[config.mk]
export PLATFORM = sky130hd
export DESIGN_NAME = t_mod_counter_flat
export DESIGN_NICKNAME = d
export VERILOG_FILES = /design/src/rtl/t_mod_counter_if.sv /design/src/rtl/t_mod_counter.sv /design/src/flat_wrapper.sv
export SDC_FILE = /design/constraint.sdc
export NUM_CORES = 1
export LEC_CHECK = 0
export CAP_MARGIN = 30
export CORE_AREA = 8 8 45 47
export DETAILED_ROUTE_END_ITERATION = 10
export DIE_AREA = 0 0 53 55
export PLACE_DENSITY = 0.82
export REMOVE_ABC_BUFFERS = 1
export SETUP_SLACK_MARGIN = 0.4
export SYNTH_ARGS = -nofsm -noshare
export SYNTH_HDL_FRONTEND = slang
export SYNTH_SLANG_ARGS = --single-unit
[constraint.sdc]
create_clock -name clk -period 5.3 [get_ports clk]
set_input_delay 1.06 -clock clk [delete_from_list [all_inputs] [get_ports clk]]
set_output_delay 1.06 -clock clk [all_outputs]
set_load 0.01 [all_outputs]
[src/rtl/t_mod_counter_if.sv]
// ----------------------------------------------------------------------------
// t_mod_counter_if
// Control and status bundle for one modulo-N counter digit.
//   en        count enable
//   up_dn     direction, 1 = up, 0 = down
//   load      synchronous parallel load strobe
//   load_val  value to load (clamped to MODULUS-1 by the counter)
//   count     registered counter value
//   t_vec     per-bit toggle enables for the next edge
//   tc        combinational terminal count (cascade enable for next digit)
//   wrap      registered one-cycle pulse after a wrap-around edge
// Modports: master drives controls and observes status; slave is the counter.
// ----------------------------------------------------------------------------
interface t_mod_counter_if #(
    parameter int WIDTH = 4
);
    logic             en;
    logic             up_dn;
    logic             load;
    logic [WIDTH-1:0] load_val;
    logic [WIDTH-1:0] count;
    logic [WIDTH-1:0] t_vec;
    logic             tc;
    logic             wrap;

    modport master (
        output en, up_dn, load, load_val,
        input  count, t_vec, tc, wrap
    );

    modport slave (
        input  en, up_dn, load, load_val,
        output count, t_vec, tc, wrap
    );
endinterface

[src/rtl/t_mod_counter.sv]
// ----------------------------------------------------------------------------
// t_mod_counter
// Synchronous modulo-MODULUS up/down counter expressed as per-bit toggles.
// Ports:
//   clk    rising-edge clock
//   rst_n  asynchronous active-low reset (count=0, wrap=0)
//   bus    t_mod_counter_if.slave: en/up_dn/load/load_val in,
//          count/t_vec/tc/wrap out
// Priority per edge: load, then en, then hold.
// ----------------------------------------------------------------------------
module t_mod_counter #(
    parameter int WIDTH   = 4,
    parameter int MODULUS = 10
) (
    input  logic           clk,
    input  logic           rst_n,
    t_mod_counter_if.slave bus
);
    localparam logic [WIDTH-1:0] MAX_VAL = WIDTH'(MODULUS - 1);

    logic [WIDTH-1:0] r_count;
    logic             r_wrap;
    logic [WIDTH-1:0] w_count_next;
    logic             w_wrap_next;

    always_comb begin
        w_count_next = r_count;
        w_wrap_next  = 1'b0;
        if (bus.load) begin
            w_count_next = (bus.load_val > MAX_VAL) ? MAX_VAL : bus.load_val;
        end else if (bus.en) begin
            if (bus.up_dn) begin
                if (r_count == MAX_VAL) begin
                    w_count_next = '0;
                    w_wrap_next  = 1'b1;
                end else if (r_count > MAX_VAL) begin
                    // recover from an illegal state without flagging a wrap
                    w_count_next = '0;
                end else begin
                    w_count_next = r_count + 1'b1;
                end
            end else begin
                if (r_count == '0) begin
                    w_count_next = MAX_VAL;
                    w_wrap_next  = 1'b1;
                end else if (r_count > MAX_VAL) begin
                    w_count_next = MAX_VAL;
                end else begin
                    w_count_next = r_count - 1'b1;
                end
            end
        end
    end

    always_ff @(posedge clk or negedge rst_n) begin
        if (!rst_n) begin
            r_count <= '0;
            r_wrap  <= 1'b0;
        end else begin
            r_count <= w_count_next;
            r_wrap  <= w_wrap_next;
        end
    end

    // Toggle enables fall out of the next-state value, so they track the
    // modulo wrap and the load path exactly.
    assign bus.t_vec = w_count_next ^ r_count;
    assign bus.tc    = bus.en & ~bus.load &
                       (bus.up_dn ? (r_count == MAX_VAL) : (r_count == '0));
    assign bus.count = r_count;
    assign bus.wrap  = r_wrap;
endmodule

[src/flat_wrapper.sv]
// flat-port wrapper written by rule: the top's interface ports become plain ports
module t_mod_counter_flat 
#(
    parameter int WIDTH   = 4,
    parameter int MODULUS = 10
)
  (clk, rst_n, bus_en, bus_up_dn, bus_load, bus_load_val, bus_count, bus_t_vec, bus_tc, bus_wrap);
  t_mod_counter_if #(.WIDTH(WIDTH)) bus_i ();
  input  logic clk;
  input  logic rst_n;
  input wire logic [$bits(bus_i.en)-1:0] bus_en;
  input wire logic [$bits(bus_i.up_dn)-1:0] bus_up_dn;
  input wire logic [$bits(bus_i.load)-1:0] bus_load;
  input wire logic [$bits(bus_i.load_val)-1:0] bus_load_val;
  output wire logic [$bits(bus_i.count)-1:0] bus_count;
  output wire logic [$bits(bus_i.t_vec)-1:0] bus_t_vec;
  output wire logic [$bits(bus_i.tc)-1:0] bus_tc;
  output wire logic [$bits(bus_i.wrap)-1:0] bus_wrap;
  assign bus_i.en = bus_en;
  assign bus_i.up_dn = bus_up_dn;
  assign bus_i.load = bus_load;
  assign bus_i.load_val = bus_load_val;
  assign bus_count = bus_i.count;
  assign bus_t_vec = bus_i.t_vec;
  assign bus_tc = bus_i.tc;
  assign bus_wrap = bus_i.wrap;
  t_mod_counter #(.WIDTH(WIDTH), .MODULUS(MODULUS)) u_core (.clk(clk), .rst_n(rst_n), .bus(bus_i));
endmodule
==> results of run 1 <==
[kinds of logic after synthesis]
group / count (synthesis) / share of synthesized area, %
AOI/OAI and AO/OA: 34 / 36.38
muxes: 1 / 1.626
buffers and inverters: 12 / 10.16
and+or+nand+nor: 27 / 25.41
DFF: 5 / 20.33
adders and majority gates: 3 / 6.098
[final cells by class]
type	count	area, um^2
fill	142	581.8
multi-input combinational	65	427.9
timing repair buffer	18	180.2
sequential	5	125.1
clock buffer	4	26.28
inverter	6	22.52
tap	16	20.02
[routing by layer]
metal  track usage [%]  wire (um)  up-vias
met4             3.448          6        0
met5                 0          0        -
met2             21.09        786       23
met3             5.080        137        2
met1             14.57        745      319
li1                  -          -      335
[sequential cells by signal, summed over array words and instances (netlist names)]
register,flops
u_core.bus.wrap,1
u_core.bus.count,4
[synth_stat cells (all sizes together)]
master,instances
ha,3
o21a,2
o31ai,1
o21ai,4
a21o,1
o21bai,1
or4b,2
a21oi,12
nor4,2
buf,4
inv,6
nand2,7
a21boi,1
mux2i,1
a31o,2
nand2b,3
nor3b,1
o22ai,2
a31oi,2
clkbuf,2
nor3,2
nand3,1
a2111oi,1
a2bb2oi,2
nor2,5
a221oi,2
a211oi,1
nor2b,3
dfrtp,5
nand3b,1
[metrics by stage]
stage          std cells  worst slack, ns
2_1_floorplan         76            2.147
3_3_place_gp         110           0.9458
3_5_place_dp         110           0.8712
4_1_cts              114           0.8702
5_1_grt              114           0.7505
6_report             114           0.8656
[worst max-delay path: cells and delay by family]
kind | cells | cell delay (ns)
buf+inv | 2 | 1.23
simple gates | 3 | 0.84
compound gates | 2 | 0.24
[path summary, 6_finish.rpt]
check	startpoint	endpoint	slack, ns	cells past startpoint
setup / recovery	bus_up_dn	bus_t_vec[3]	0.87	7
hold / removal	u_core.bus.count[2]$_DFF_PN0_	u_core.bus.wrap$_DFF_PN0_	0.73	1
setup reg to reg	u_core.bus.count[0]$_DFF_PN0_	u_core.bus.count[3]$_DFF_PN0_	3.29	6
hold reg to reg	u_core.bus.count[2]$_DFF_PN0_	u_core.bus.wrap$_DFF_PN0_	0.73	1
max in group asynchronous	rst_n	u_core.bus.count[1]$_DFF_PN0_	4.05	1
min in group asynchronous	rst_n	u_core.bus.count[2]$_DFF_PN0_	1.04	1
[power groups by stage]
stage          clock [uW]  combinational, uW  sequential, uW
4_1_cts              47.0               87.4            54.1
3_3_place_gp            0               84.9            54.1
3_5_place_dp            0               87.0            54.7
5_1_grt              51.7               96.7            55.4
6_report             44.9               87.0            54.4
2_1_floorplan           0               48.2            53.7
==> metrics.md, run 1 <==
| Metric | Value |
|---|---|
| Maxcap violations | `0` |
| Clk slew on worst S/H paths | `0.05 ns` |
| Final Instance Area | `approximately 800 um^2` |
| Leading area contributor after synthesis | `dfrtp_1` |
| Grt ovf | `0` |
| Sequential Power Share | `between 20 and 30%` |
| Crit path top cell by count | `clkdlybuf4s50_1` |
| Fmax | `about 230 MHz` |
| Yosys top cell area share | `between 20% and 30%` |
| Clock Power Share | `~24%` |
| Crit-path max FO | `11` |
| CP Launch Type | `input port` |
| Setup TNS | `0 ns` |
| Sequential share of the synthesized area | `about a fifth` |
| CTS tree | `yes` |
| Crit path DAT | `3.37 ns` |
| Final GP Congestion | `~0.80` |
| Dpl hpwl | `1247 um` |
| Total CTS buffers | `3` |
| Synth area leaders | `dfrtp_1, a21oi_1, ha_1` |
| CTS root buffer | `clkbuf_4` |
| Routed length per instance | `approximately 15 um` |
| Largest net degree at the start of global routing | `18` |
| DRC errors left | `0` |
| Ys Warns | `0` |
| Hold Path Class | `reg -> reg` |
| Post-CTS Setup Bufs | `0` |
| H-Tree Depth | `1` |
| Final setup viols | `0` |
| Vias in the first global route | `640` |
| Commonest cells after routing, fill and taps aside | `clkdlybuf4s50_1, a21oi_1, nand2_1` |
| Cell Int Power | `approximately 120 uW` |
| Worst-path cell chain | `clkdlybuf4s50_1 -> or4b_1 -> o21ai_1 -> or4b_4 -> nor2_2 -> a2bb2oi_1 -> clkdlybuf4s50_1` |
| Ports | `19` |
| Synthesized cell area | `just over 600 um^2` |
| Power Density | `roughly 230 nW/um^2` |
| First-pass GRT wire length | `2794 um` |
| Maximum clock path buffer count | `2` |
| Pwr Total | `around 190 uW` |
| Post-Place Cell Area | `just under 800 um^2` |
| Worst hold slack | `around 0.73 ns` |
| Synth unique cells | `36` |
| Crit share post-route | `between 80% and 90%` |
| # nets final | `between 100 and 150` |
| CP max-delay cell | `clkdlybuf4s50_1` |
| IO Port Bufs | `18` |
| Slew headroom | `63.07%` |
| Cts repair resizes | `0` |
| Avg Synthesized Cell Area | `7.507 um^2` |
| Final min period | `approximately 4.4 ns` |
| Kind of critical path | `in -> out` |
| Register bit total from synthesis | `5` |
| Max incr delay on CP | `~0.67 ns` |
| Initial Util | `between 40 and 50%` |
| Vias/cell | `approximately 6.0` |
| TritonCTS Sinks | `5` |
| # rows | `14` |
| Hold Fails Final Rpt | `0` |
| CP endpoint kind | `output pin` |
| Die area | `a little under 3000 um^2` |
| RSZ-0062 raised after global routing | `false` |
| P&R area growth vs syn | `30.28%` |
| Routed WL | `1675 um` |
| Max Slew Vio Count | `0` |
| DR iter-0 viols | `8` |
| Via count | `679` |
| Leak Pwr | `about 0.00032 uW` |
| Commonest non-fill, non-tap cell in the layout | `clkdlybuf4s50_1` |
| Status | `complete, no violations` |
| Share of layout cells above drive strength 1 | `under 10%` |
| Sw Ratio | `~37%` |
| VDD IR max | `0.0001018 V` |
| Chip width | `approximately 53 um` |
| Switch Pwr | `~70 uW` |
| Final core occ | `between 50% and 60%` |
| Die height | `about 55 um` |
| Syn Inst Count | `82` |
| Detailed Routing Iterations Pass 1 | `4` |
| # diodes | `0` |
| Worst-skew pair later-pin latency | `approximately 0.24 ns` |
| # hold bufs at CTS | `0` |
| ANT nets after route | `0` |
| Core Region | `about 1400 um^2` |
| All-Layer GR Usage | `roughly an eighth` |
| Initial antenna violation count | `0` |
| Worst Clk Skew | `0.007403 ns` |
| Critical Path RT | `4.24 ns` |
| Slew @ Worst Pin | `between 0.5 and 0.6 ns` |
| Gate power share | `46.7%` |
Power figures use the tool's default switching activity.
==> run 2: changes to the inputs <==
- CORE_AREA: 8 8 45 47 -> not set
- CORE_MARGIN: not set -> 8
- CORE_UTILIZATION: not set -> 40
- DIE_AREA: 0 0 53 55 -> not set
- PLACE_DENSITY: 0.82 -> 0.76
- clock period: 5.3 -> 3.95 ns (I/O delays scaled with it)
==> metrics.md, run 2 (synthesized netlist as in run 1, its figures left out) <==
| Metric | Value |
|---|---|
| R2r startpoint | `u_core.bus.count[0]$_DFF_PN0_` |
| CP Launch Type | `input port` |
| CP max-delay cell | `clkdlybuf4s50_1` |
| Grt ovf | `0 (unchanged)` |
| Hold Fails Final Rpt | `0 (unchanged)` |
| Total CTS buffers | `3 (unchanged)` |
| Maxcap violations | `0 (unchanged)` |
| ANT nets after route | `0 (unchanged)` |
| Clk slew on worst S/H paths | `0.04 ns (about the same)` |
| Fmax | `298.3 MHz` |
| Worst-skew pair later-pin latency | `0.24 ns (about the same)` |
| Final GP Congestion | `0.8894 (+11%)` |
| Pwr Total | `261.1 uW (+40%)` |
| Vias in the first global route | `599 (-6.4%)` |
| Detailed Routing Iterations Pass 1 | `4 (unchanged)` |
| Chip width | `55.23 um (+4.2%)` |
| Kind of critical path | `in -> out` |
| Dpl hpwl | `1309 um (+5.0%)` |
| TritonCTS Sinks | `5 (unchanged)` |
| # rows | `14 (unchanged)` |
| Final setup viols | `0 (unchanged)` |
| Power Density | `304.6 nW/um^2 (+31%)` |
| CP endpoint kind | `output pin` |
| RSZ-0062 raised after global routing | `false` |
| Largest net degree at the start of global routing | `18 (unchanged)` |
| All-Layer GR Usage | `11.08% (-1.5 points)` |
| CTS tree | `yes` |
| IO Port Bufs | `18 (unchanged)` |
| First-pass GRT wire length | `2842 um (+1.7%)` |
| Hold Path Class | `reg -> reg` |
| Slew @ Worst Pin | `0.4849 ns (-0.06723 ns)` |
| Leak Pwr | `0.0003601 uW (+12%)` |
| Setup TNS | `0 ns (unchanged)` |
| Max Slew Vio Count | `0 (unchanged)` |
| VDD IR max | `0.0001240 V (+22%)` |
| Share of layout cells above drive strength 1 | `17.31% (+9.1 points)` |
| Delay-heaviest family, CP | `buffers and inverters` |
| Placed cell count | `113 (+2.7%)` |
| DR iter-0 viols | `9 (+1)` |
| Commonest non-fill, non-tap cell in the layout | `clkdlybuf4s50_1` |
| Final std cells w/o fill | `120 (+5.3%)` |
| H-Tree Depth | `1 (unchanged)` |
| Initial Util | `41.84% (-2.6 points)` |
| Vias/cell | `5.817 (-2.3%)` |
| Die area | `3050 um^2 (+4.6%)` |
| Max incr delay on CP | `0.56 ns (-0.11 ns)` |
| Worst-path cell chain | `clkdlybuf4s50_1 -> buf_4 -> inv_1 -> nor2_2 -> a221oi_1 -> a21oi_1 -> clkdlybuf4s50_1` |
| # diodes | `0 (unchanged)` |
| Initial antenna violation count | `0 (unchanged)` |
| Crit-path max FO | `7 (-4)` |
| DRC errors left | `0 (unchanged)` |
| Critical Path RT | `3.16 ns (-1.08 ns)` |
| # fillers | `145 (+2.1%)` |
| Maximum clock path buffer count | `2 (unchanged)` |
| Slew headroom | `67.67% (+4.6 points)` |
| Commonest cells after routing, fill and taps aside | `clkdlybuf4s50_1, a21oi_1, nand2_1` |
| Core Region | `1471 um^2 (+6.3%)` |
| P&R area growth vs syn | `39.23%` |
| Routed WL | `1774 um (+5.9%)` |
| Via count | `698 (+2.8%)` |
| Crit. Startpoint | `bus_en` |
| Max FFs per register | `4 (unchanged)` |
| Worst Hold Launch | `u_core.bus.count[0]$_DFF_PN0_` |
| Status | `complete, no violations` |
| Die height | `55.23 um (+0.42%)` |
| Final min period | `around 3.4 ns` |
| Routed length per instance | `14.78 um (+0.61%)` |
| Worst Clk Skew | `0.0003413 ns (-0.007062 ns)` |
| Crit share post-route | `a little over four fifths` |
| Ports | `19 (unchanged)` |
| Crit path DAT | `2.56 ns (-0.81 ns)` |
| Buffers & Inverters on Critical Path | `4 (+2)` |
| CTS root buffer | `clkbuf_4` |
| Crit path top cell by count | `clkdlybuf4s50_1` |
| # hold bufs at CTS | `0 (unchanged)` |
| # nets final | `117 (+5.4%)` |
==> run 2: changes by cell type in the layout (fill, tap and decap cells not counted), moves of 2 or more <==
| cell | previous run | this run |
|---|---|---|
| clkdlybuf4s50_1 | 18 | 16 |
| dfrtp_1 | 5 | 3 |
| buf_4 | 0 | 6 |
| dfrtp_2 | 0 | 2 |
==> run 2: worst min-delay path, delay by kind of cell (launching register included) <==
| family | cells | cell delay, ns |
|---|---|---|
| flip-flops | 1 | 0.39 |
| AO/OA/AOI/OAI | 2 | 0.21 |
| buffers and inverters | 1 | 0.07 |
==> run 2: routing by layer <==
metal,part of all wire [%],GRT usage [%],vias up
met2,45,16.19,26
met4,0.45,5.282,0
met5,0,0,-
met3,8.1,5.251,2
li1,-,-,345
met1,46,13.22,325
==> run 2: cell type report <==
type	instances	area (um^2)	area share, %
multi-input combinational	65	432.9	50.51
timing repair buffer	24	227.7	26.57
sequential	5	127.6	14.89
clock buffer	4	26.28	3.066
inverter	6	22.52	2.628
tap	16	20.02	2.336
==> run 2: what timing repair did <==
action / in CTS / in global routing
resized for setup: 3 / 4
setup buffers: 3 / 0
endpoints found under the setup margin: 1 / 3
==> run 2: report_power, final <==
group          internal, uW  switching (uW)
Combinational          68.2            63.3
Clock                  38.2            21.7
Sequential             57.1            12.5
Total                   164            97.5
==> run 2: worst paths after layout <==
kind,end,slack (ns),cells after the start
max,bus_t_vec[1],0.60,7
min,u_core.bus.count[0]$_DFF_PN0_,0.71,3
max reg2reg,u_core.bus.count[3]$_DFF_PN0_,2.07,6
min reg2reg,u_core.bus.count[0]$_DFF_PN0_,0.71,3
max in group asynchronous,u_core.bus.count[1]$_DFF_PN0_,2.99,1
min in group asynchronous,u_core.bus.count[3]$_DFF_PN0_,0.76,1
==> run 2: metrics by stage <==
step	area, um^2	setup WS [ns]	hold WS [ns]	utilization [%]
2_1_floorplan	575.6	1.140	0.4944	-
6_report	857.1	0.5979	0.7112	58.25
3_3_place_gp	798.3	0.2087	0.7113	54.25
3_5_place_dp	798.3	0.1922	0.7148	54.25
5_1_grt	857.1	0.4797	0.7288	58.25
4_1_cts	848.3	0.4256	0.7047	57.65
==> run 3: changes to the inputs <==
- clock period: 3.95 -> 3.05 ns (I/O delays scaled with it)
==> metrics.md, run 3 (synthesized netlist as in run 1, its figures left out) <==
| Metric | Value |
|---|---|
| Status | `complete, no violations` |
| Commonest cells after routing, fill and taps aside | `buf_4, a21oi_1, clkdlybuf4s50_1` |
| Commonest non-fill, non-tap cell in the layout | `buf_4` |
| CP Launch Type | `register` |
| All-Layer GR Usage | `12.42% (+1.3 points)` |
| Maximum clock path buffer count | `2 (unchanged)` |
| Total area of sequential cells | `126.4 um^2 (-0.98%)` |
| Final min period | `around 2.7 ns` |
| TritonCTS Sinks | `5 (unchanged)` |
| Max Slew Vio Count | `0 (unchanged)` |
| Fmax | `about 370 MHz` |
| Initial Util | `41.84% (unchanged)` |
| # diodes | `0 (unchanged)` |
| # nets final | `132 (+13%)` |
| Total CTS buffers | `3 (unchanged)` |
| Largest net degree at the start of global routing | `14 (-4)` |
| Power Density | `382.8 nW/um^2 (+26%)` |
| Critical Path RT | `2.44 ns (-0.72 ns)` |
| RSZ-0062 raised after global routing | `true` |
| Maxcap violations | `0 (unchanged)` |
| DRC errors left | `0 (unchanged)` |
| # fillers | `127 (-12%)` |
| Dpl hpwl | `1500 um (+15%)` |
| Slew headroom | `79.07% (+11 points)` |
| Place WS | `-0.2773 ns (-0.4696 ns)` |
| Crit path DAT | `2.08 ns (-0.48 ns)` |
| Hold Fails Final Rpt | `0 (unchanged)` |
| Core Region | `1471 um^2 (unchanged)` |
| PnR worst setup slack | `0.3637 ns (-0.2342 ns)` |
| Vias in the first global route | `778 (+30%)` |
| Share of layout cells above drive strength 1 | `36.97% (+20 points)` |
| CTS root buffer | `clkbuf_4` |
| Die height | `55.23 um (unchanged)` |
| # rows | `14 (unchanged)` |
| Clk slew on worst S/H paths | `0.04 ns (about the same)` |
| Die area | `3050 um^2 (unchanged)` |
| Routed WL | `1914 um (+7.9%)` |
| Final setup viols | `0 (unchanged)` |
| IO Port Bufs | `18 (unchanged)` |
| Final core occ | `67.94% (+9.7 points)` |
| Ports | `19 (unchanged)` |
| Vias/cell | `5.741 (-1.3%)` |
| VDD IR max | `0.0001539 V (+24%)` |
| Routed length per instance | `14.18 um (-4.1%)` |
| Pwr Total | `382.7 uW (+47%)` |
| Final Instance Area | `999.7 um^2 (+17%)` |
| Kind of critical path | `reg -> out` |
| Detailed Routing Iterations Pass 1 | `4 (unchanged)` |
| Hold Path Class | `in -> async` |
| Crit-path max FO | `4 (-3)` |
| Crit share post-route | `roughly nine tenths` |
| Slew @ Worst Pin | `0.3140 ns (-0.1710 ns)` |
| CTS tree | `yes` |
| Initial antenna violation count | `0 (unchanged)` |
| First-pass GRT wire length | `3305 um (+16%)` |
| Area of the multi-input gates | `484.2 um^2 (+12%)` |
| Worst-skew pair later-pin latency | `0.24 ns (about the same)` |
| Final GP Congestion | `0.8899 (about the same)` |
| ANT nets after route | `0 (unchanged)` |
| Worst Clk Skew | `0.005182 ns (+0.004841 ns)` |
| Post-Place Cell Area | `888.4 um^2 (+11%)` |
| Grt ovf | `0 (unchanged)` |
| Chip width | `55.23 um (unchanged)` |
| Leak Pwr | `0.0004361 uW (+21%)` |
| H-Tree Depth | `1 (unchanged)` |
| Max FFs per register | `4 (unchanged)` |
| P&R area growth vs syn | `62.40%` |
| CP endpoint kind | `output pin` |
| Via count | `775 (+11%)` |
| DR iter-0 viols | `25 (+16)` |
[run 3: cell types whose count changed in the layout (fill, tap and decap cells not counted), sizes merged]
| cell | previous run | this run |
|---|---|---|
| clkbuf | 4 | 6 |
| dlymetal6s2s | 1 | 0 |
| buf | 6 | 23 |
| clkdlybuf4s50 | 16 | 11 |
| dlygate4sd2 | 0 | 2 |
[run 3: layout make-up]
| cell class | count | area share, % |
|---|---|---|
| timing repair buffer | 39 | 32.04 |
| inverter | 6 | 2.253 |
| tap | 16 | 2.003 |
| multi-input combinational | 65 | 48.44 |
| clock buffer | 4 | 2.628 |
| sequential | 5 | 12.64 |
[run 3: timing repair]
| action | in CTS | in global routing |
|---|---|---|
| cloned | 0 | 0 |
| gates resized for setup | 27 | 7 |
| setup buffers | 5 | 1 |
| setup endpoints to repair | 5 | 5 |
| hold buffers | 0 | 0 |
| pin swaps | 8 | 1 |
[run 3: worst max-delay path, stage by stage, from the launching register on]
cell and delay, ns:
dfrtp_2 0.45, inv_2 0.10, ha_4 0.15, buf_6 0.10, a31o_1 0.15, or4b_4 0.49
nor2_2 0.09, a2bb2oi_1 0.15, buf_2 0.15
[run 3: power by group]
part / internal, uW / leakage (uW) / switching (uW)
registers: 73.8 / 0.0000604 / 13.7
logic: 119 / 0.000361 / 101
clock network: 49.4 / 0.0000150 / 26.0
total: 242 / 0.000436 / 140
[run 3: per-layer routing]
metal	global-route usage [%]	up-vias	part of all wire [%]
met3	4.795	2	7.4
li1	-	382	-
met2	20.99	31	46
met5	0	-	0
met4	3.521	0	0.42
met1	14.01	360	46
[run 3: worst paths after layout]
| kind | startpoint | to | slack (ns) | cells after the start |
|---|---|---|---|---|
| worst min-delay path | rst_n | u_core.bus.count[3]$_DFF_PN0_ | 0.59 | 1 |
| worst max register to register | u_core.bus.count[0]$_DFF_PN0_ | u_core.bus.count[1]$_DFF_PN0_ | 1.24 | 9 |
| worst max-delay path | u_core.bus.count[0]$_DFF_PN0_ | bus_t_vec[3] | 0.36 | 8 |
| max in group asynchronous | rst_n | u_core.bus.count[0]$_DFF_PN0_ | 2.26 | 1 |
| min in group clk | u_core.bus.count[0]$_DFF_PN0_ | u_core.bus.count[0]$_DFF_PN0_ | 0.76 | 3 |
| worst min register to register | u_core.bus.count[0]$_DFF_PN0_ | u_core.bus.count[0]$_DFF_PN0_ | 0.76 | 3 |
[run 3: metrics by stage]
stage / instances / TNS [ns] / hold WS [ns]
2_1_floorplan: 76 / 0 / 0.3144
5_1_grt: 135 / 0 / 0.5948
3_3_place_gp: 125 / -0.3577 / 0.7168
4_1_cts: 134 / 0 / 0.5879
6_report: 135 / 0 / 0.5888
3_5_place_dp: 125 / -0.4708 / 0.7390
